## src/rtl/freq_div_multi.sv

```systemverilog
// freq_div_multi: bank of independent programmable clock dividers.
// Ports: speed_clock/reset_n, per-channel enable/mode/div_load/div_value,
//        per-channel low_clock/tick/div_err (all registered).
module freq_div_multi #(
    parameter int WIDTH       = 27,
    parameter int CHANNELS    = 2,
    parameter int DEFAULT_DIV = 50_000_000
) (
    input  logic                      speed_clock,
    input  logic                      reset_n,
    input  logic [CHANNELS-1:0]       enable,
    input  logic [CHANNELS-1:0]       mode,
    input  logic [CHANNELS*WIDTH-1:0] div_value,
    input  logic [CHANNELS-1:0]       div_load,
    output logic [CHANNELS-1:0]       low_clock,
    output logic [CHANNELS-1:0]       tick,
    output logic [CHANNELS-1:0]       div_err
);

    localparam logic [WIDTH-1:0] DEF = WIDTH'(DEFAULT_DIV);
    localparam logic [WIDTH-1:0] ONE = WIDTH'(1);
    localparam logic [WIDTH-1:0] TWO = WIDTH'(2);

    for (genvar i = 0; i < CHANNELS; i++) begin : g_ch
        logic [WIDTH-1:0] cont_q, cont_d;
        logic [WIDTH-1:0] div_q, div_d;
        logic [WIDTH-1:0] pend_q, pend_d;
        logic             pv_q, pv_d;
        logic             run_q;
        logic             lc_q, lc_d;
        logic             tk_q, tk_d;
        logic             er_q, er_d;
        logic [WIDTH-1:0] val;
        logic             ld_ok;
        logic             counting;
        logic             wrap;

        // run_q marks cycles that are part of a counting period; the
        // first cycle after enable rises always starts at cont=0.
        always_comb begin
            val      = div_value[i*WIDTH +: WIDTH];
            ld_ok    = div_load[i] && (val >= TWO);
            counting = enable[i] && run_q;
            wrap     = counting && (cont_q == div_q - ONE);
            cont_d   = '0;
            div_d    = div_q;
            pend_d   = pend_q;
            pv_d     = pv_q;
            if (!counting || wrap) begin
                // Period boundary (or idle): a fresh load wins over
                // an older pending value.
                if (ld_ok) begin
                    div_d = val;
                end else if (pv_q) begin
                    div_d = pend_q;
                end
                pv_d = 1'b0;
            end else begin
                cont_d = cont_q + ONE;
                if (ld_ok) begin
                    pend_d = val;
                    pv_d   = 1'b1;
                end
            end
            // Outputs are precomputed from next state so the registered
            // value matches the cycle's own cont/D.
            tk_d = enable[i] && (cont_d == div_d - ONE);
            if (mode[i]) begin
                lc_d = tk_d;
            end else begin
                lc_d = enable[i] && (cont_d >= div_d - (div_d >> 1));
            end
            er_d = enable[i] && div_load[i] && (val < TWO);
        end

        always_ff @(posedge speed_clock or negedge reset_n) begin
            if (!reset_n) begin
                cont_q <= '0;
                div_q  <= DEF;
                pend_q <= '0;
                pv_q   <= 1'b0;
                run_q  <= 1'b0;
                lc_q   <= 1'b0;
                tk_q   <= 1'b0;
                er_q   <= 1'b0;
            end else begin
                cont_q <= cont_d;
                div_q  <= div_d;
                pend_q <= pend_d;
                pv_q   <= pv_d;
                run_q  <= enable[i];
                lc_q   <= lc_d;
                tk_q   <= tk_d;
                er_q   <= er_d;
            end
        end

        assign low_clock[i] = lc_q;
        assign tick[i]      = tk_q;
        assign div_err[i]   = er_q;
    end

endmodule

```

## config.mk

```make
export PLATFORM = sky130hd
export DESIGN_NAME = freq_div_multi
export DESIGN_NICKNAME = d
export VERILOG_FILES = /design/src/rtl/freq_div_multi.sv
export SDC_FILE = /design/constraint.sdc
export NUM_CORES = 1
export LEC_CHECK = 0
export BUFFER_PORTS_ARGS = -buffer_cell sky130_fd_sc_hd__buf_2
export CORE_ASPECT_RATIO = 0.75
export CORE_UTILIZATION = 40
export DETAILED_ROUTE_END_ITERATION = 10
export GPL_TIMING_DRIVEN = 0
export PLACE_DENSITY = 0.65
export SLEW_MARGIN = 20
export SYNTH_ARGS = -nofsm -noshare
export SYNTH_HDL_FRONTEND = slang
export SYNTH_SLANG_ARGS = --single-unit
```

## constraint.sdc

```tcl
create_clock -name speed_clock -period 14 [get_ports speed_clock]
set_input_delay 4.2 -clock speed_clock [delete_from_list [all_inputs] [get_ports speed_clock]]
set_output_delay 4.2 -clock speed_clock [all_outputs]
set_load 0.01 [all_outputs]
```

==> Yosys cells after proc, flatten, opt, wreduce, memory -nomap -nowiden <==
Cells that the tools add are included.
{ "word_totals": {"ff_bits": 172, "input_bits": 62, "out_inout_bits": 6} }
{ "op_classes": {"n_addsub": 8, "order_cmp": 6, "eq_ne": 4, "mux": 14, "n_bitwise": 2, "reduce_logical": 22} }
{ "op_table": {"columns": ["operator", "count"], "rows": [
  ["$mux 27", 8],
  ["$eq 27x27->1", 4],
  ["$sub 27x1->27 const B", 4],
  ["$add 27x1->27 const B", 2],
  ["$ge 27x2->1 const B", 2],
  ["$ge 27x27->1", 2],
  ["$lt 27x2->1 const B", 2],
  ["$sub 27x26->27", 2],
  ["$logic_and 1x1->1", 14],
  ["$mux 1", 6],
  ["$reduce_and 2->1", 2],
  ["$reduce_bool 2->1", 2],
  ["$logic_not 1->1", 2],
  ["$logic_or 1x1->1", 2],
  ["$not 1->1", 2]
]} }

==> Depth between registers and ports, before layout <==
{ "depth": {"depth_word": 9, "depth_mapped": 40, "depth_no_buf": 36} }

==> Worst setup path before layout <==
Ideal clock, no wire load.
{ "synth_path": {"path_type": "input -> register", "startpoint": "in div_value[14]", "endpoint": "reg g_ch[0].lc_q", "setup_ns": 0.121, "arrival_ns": 9.948, "setup_slack_ns": 3.931, "cell_stages": 32, "path_cell_list": "nor4_1 -> nand4_1 -> o21ai_0 -> clkbuf_1 -> clkbuf_1 -> clkbuf_1 -> clkbuf_1 -> o22ai_1 -> nand2_1 -> o21ai_0 -> inv_1 -> ha_1 -> fa_1 -> o21bai_1 -> a21oi_1 -> o21ai_0 -> a21oi_1 -> nor2_1 -> o21bai_1 -> a2111oi_0 -> o31a_1 -> o41ai_1 -> o21ai_0 -> xor2_1 -> ha_1 -> a21o_1 -> a21o_1 -> a21oi_1 -> nor2b_1 -> o31ai_1 -> a21oi_1 -> a22o_1"} }
{ "synth_via": {"elab_chain_len": 8} }
{ "synth_lines": {"columns": ["element", "line_no", "text"], "rows": [
  ["start, declared", "13", "input logic [CHANNELS*WIDTH-1:0] div_value,"],
  ["$ge 27x2->1 (*)", "42", "ld_ok = div_load[i] && (val >= TWO);"],
  ["$logic_and 1x1->1 (*)", "42", null],
  ["$mux 27 (*)", "52", "if (ld_ok) begin"],
  ["$mux 27 (*)", "49", "if (!counting || wrap) begin"],
  ["named net g_ch[0].div_d[1]", "26", "logic [WIDTH-1:0] div_q, div_d;"],
  ["$sub 27x26->27 or $sub 27x1->27 (tied branches)", "71, 67", null],
  ["$ge 27x27->1 or $eq 27x27->1 (tied branches)", "71, 67", null],
  ["$logic_and 1x1->1 (on tied branches)", "71, 67", null],
  ["$mux 1 (*)", "68", "if (mode[i]) begin"],
  ["named net g_ch[0].lc_d", "30", "logic lc_q, lc_d;"],
  ["end signal, assigned", "92", "lc_q <= lc_d;"],
  ["end, declared", "30", null]
]} }
The timed path passes the listed nets; every way through them passes the cells marked *.
A chain may end at the register's enable or synchronous reset.

==> Final worst setup path <==
{ "layout_path": {"startpoint": "in div_value[33]", "endpoint": "reg g_ch[1].lc_q"} }
{ "layout_via": {"elab_chain_len": 8} }
{ "layout_lines": {"columns": ["element", "line_no"], "rows": [
  ["$ge 27x2->1", "42"],
  ["$logic_and 1x1->1", "42"],
  ["$mux 27 (*)", "52"],
  ["$mux 27 (*)", "49"],
  ["$sub 27x26->27 or $sub 27x1->27 (tied branches)", "71, 67"],
  ["$ge 27x27->1 or $eq 27x27->1 (tied branches)", "71, 67"],
  ["$logic_and 1x1->1 (on tied branches)", "71, 67"],
  ["$mux 1 (*)", "68"],
  ["named net g_ch[1].lc_d", "30"],
  ["end signal, assigned", "92"],
  ["end, declared", "30"]
]} }
Marked as above.

==> impl_metrics.ini <==
[floorplan]
die-area_sq_mm = 0.0433
dieHeight_um = 180
fp.dieW_um = 240
start_util_pct = 41.1
ios = 68
num_rows = 64
fp.coreArea_sq_mm = 0.0413

[setup_path]
rrSetupSlack_ns = 2.24
critPathMostFrequentCell = a21oi_1
path_class = in2reg
crit_fanout = 10
slowest_stage = nor2_1
startpoint_type = input port
critPathArrivalTime_ns = 12.92
cp.required_ns = 14.37
max_stage_delay_ns = 0.83
end_kind = register

[grt]
grt_max_degree = 71
globalRoute.totalOverflow = 0
gr-usage-met1_pct = 45.8
antenna_found_initial = 2
met3_usage_pct = 6.60
grt_pass1_vias = 15300
grt_usage_pct = 28.2
grtUsageMet2_pct = 36.5
grt_first_pass_wirelength_mm = 93.4
grt_busiest_layer = met1

[drt]
wire_per_inst_um = 22.7
routed_wl_mm = 61.0
drc_errors = 0
drt_iter0_drc = 2226
via_count = 16400
drtPass1Iterations = 6
vias_per_cell = 6.09
ant_nets = 0

[clocking]
ctsHtreeMaxLevel = 4
cts_resized = 0
numCtsBuffers = 17
path_clk_slew_ns = 0.07
hold_buffers = 0
cts_tree = done
cts_sinks = 172
post-cts-setup-buffers = 0
clk_latency_ns = 0.48
clk_path_buf_depth = 2
root_buffer = clkbuf_16

[timing]
fin_ws_ns = 1.44
whs_ns = 0.504
fin_skew_ns = 0.0157
slew_violations = 0
tightest_slew_ns = 1.09
fin_crit_sh_pct = 89.7
setup_viol = 0
rsz0062_at_grt = false
final-hold-violation-count = 0
fin_crit_ns = 12.56
setup_tns_ns = 0
slew-limit-headroom_pct = 27.2
fmax_mhz = 79.6

[hold_path]
hold_class = reg2reg

[layout]
drive_gt1_share_pct = 11.1
syn_to_final_growth_pct = 10.2
diodes = 0
final_common_cell = nor2_1
postLayoutCellArea_sq_mm = 0.0187
final_cell_mix = nor2_1, ha_1, dfrtp_1
fill_cells = 4089
final_util_pct = 45.3
layout.nets = 2348
fin_cells = 2689

[power]
fin_total_pwr_mw = 2.02
power.sequential.fraction_pct = 29.5
p_int_mw = 1.20
power_leakage_nw = 7.87
ir_drop_mv = 0.0964
power.density_mw_per_mm2 = 108
swShare_pct = 40.4
pwr-share-clk_pct = 26.6
p_sw_uw = 814
pwr-share-comb_pct = 43.9

[placed_design]
pre_cts_slack_ns = 1.09
dpl_cell_area_sq_mm = 0.0181
port_buffers = 67
gp_congestion = 0.966
place_inst = 2658
hpwlAfterDp_mm = 48.7

[synth]
synth_nets = 2260
synthDistinctLibCells = 94
ys_async_sr_fraction_pct = 100
synth.yosys.warnings = 0
synth_enable_flop_cells = 0
seq_area_frac_synth_pct = 25.5
synthCells = 2028
synth.avg_cell_area_sq_um = 8.38
ys_ff_latch = 172
synth_top_flop_cell = dfrtp_1
netlist_area_sq_mm = 0.0170

[outcome]
status = finished clean

[job]
cap_viol_max_count = 0
## cells in the mapped netlist (7+ instances only)
library cell / number / area [sq um]
nor2_1: 181 / 679
ha_1: 168 / 2100
dfrtp_1: 148 / 3700
xnor2_1: 137 / 1200
nand2_1: 116 / 435
a21oi_1: 113 / 566
inv_1: 110 / 413
o21ai_0: 87 / 435
xor2_1: 80 / 701
clkbuf_1: 75 / 282
nand3_1: 64 / 320
mux2_2: 62 / 698
nor3_1: 59 / 295
nand4_1: 42 / 263
nor4_1: 34 / 213
and3_1: 33 / 206
a31oi_1: 28 / 175
nor2b_1: 27 / 169
or3_1: 25 / 156
a21o_1: 24 / 180
dfstp_2: 24 / 631
mux2i_1: 24 / 240
nand3b_1: 23 / 173
o211ai_1: 22 / 165
nand2b_1: 21 / 131
a211oi_1: 18 / 135
and2_1: 18 / 113
o21a_1: 18 / 135
o21bai_1: 17 / 128
o22ai_1: 16 / 100
nor3b_1: 14 / 105
or4_1: 14 / 105
o31ai_1: 13 / 97.6
or2_2: 9 / 56.3
buf_4: 8 / 60.1
a22oi_1: 7 / 52.6
and4_1: 7 / 61.3
buf_2: 7 / 35.0
## state kept, by name, indices dropped and copies added, names as in the netlist
name,cells
g_ch.tk_q,2
g_ch.cont_q,54
g_ch.pend_q,54
g_ch.div_q,54
g_ch.pv_q,2
g_ch.run_q,2
g_ch.er_q,2
g_ch.lc_q,2
## routing by layer
metal / vias to the layer above / wire (um) / part of all wire, %
met5: - / 0 / 0
met4: 0 / 792 / 1.3
met3: 62 / 6520 / 11
met2: 853 / 23100 / 38
met1: 7969 / 30600 / 50
li1: 7501 / - / -
## area by class of cell
class	instances	area [sq um]	share of cell area [%]
plain buffers	100	438	2.34
repair buffers	69	400	2.14
flip-flops and latches	172	4330	23.1
clock buffers	19	433	2.31
multi-input cells	1646	11800	63.1
clock inverters	12	186	0.996
well taps	561	702	3.75
inverters	110	413	2.20
## critical path, delay by kind of cell
family | cells | cell delay (ns)
AO/OA/AOI/OAI | 18 | 4.97
buffers and inverters | 2 | 0.83
XOR/XNOR | 1 | 0.13
adder cells (fa/ha/maj) | 2 | 0.82
AND/OR/NAND/NOR | 6 | 1.97
## logic make-up after synthesis
kind of cell	after synthesis	synth area share, %
simple gates	703	21.4
xor+xnor	218	11.3
flops	172	25.5
compound gates	466	18.4
mux	89	5.81
fa+ha+maj	170	12.6
buf+inv	210	5.01
## final timing paths
check                                               start                        endpoint  cells past startpoint
max                                         div_value[33]          g_ch[1].lc_q$_DFF_PN0_                     29
min                        g_ch[0].pend_q[19]$_DFFE_PN0P_  g_ch[0].pend_q[19]$_DFFE_PN0P_                      1
max reg2reg                    g_ch[1].div_q[0]$_DFF_PN0_          g_ch[1].lc_q$_DFF_PN0_                     37
min reg2reg                g_ch[0].pend_q[19]$_DFFE_PN0P_  g_ch[0].pend_q[19]$_DFFE_PN0P_                      1
max in group asynchronous                         reset_n      g_ch[1].div_q[7]$_DFF_PN1_                      2
min in group asynchronous                         reset_n          g_ch[0].er_q$_DFF_PN0_                      1
## power by group through the flow
stage	Sequential (mW)	Clock, mW	Combinational, mW
after CTS	0.593	0.541	0.866
after floorplan	0.588	0	0.616
after global placement	0.599	0	0.836
after global routing	0.600	0.559	0.970
final	0.594	0.536	0.885
after detailed placement	0.601	0	0.859
Note: power is estimated with default switching activity, not from simulation.
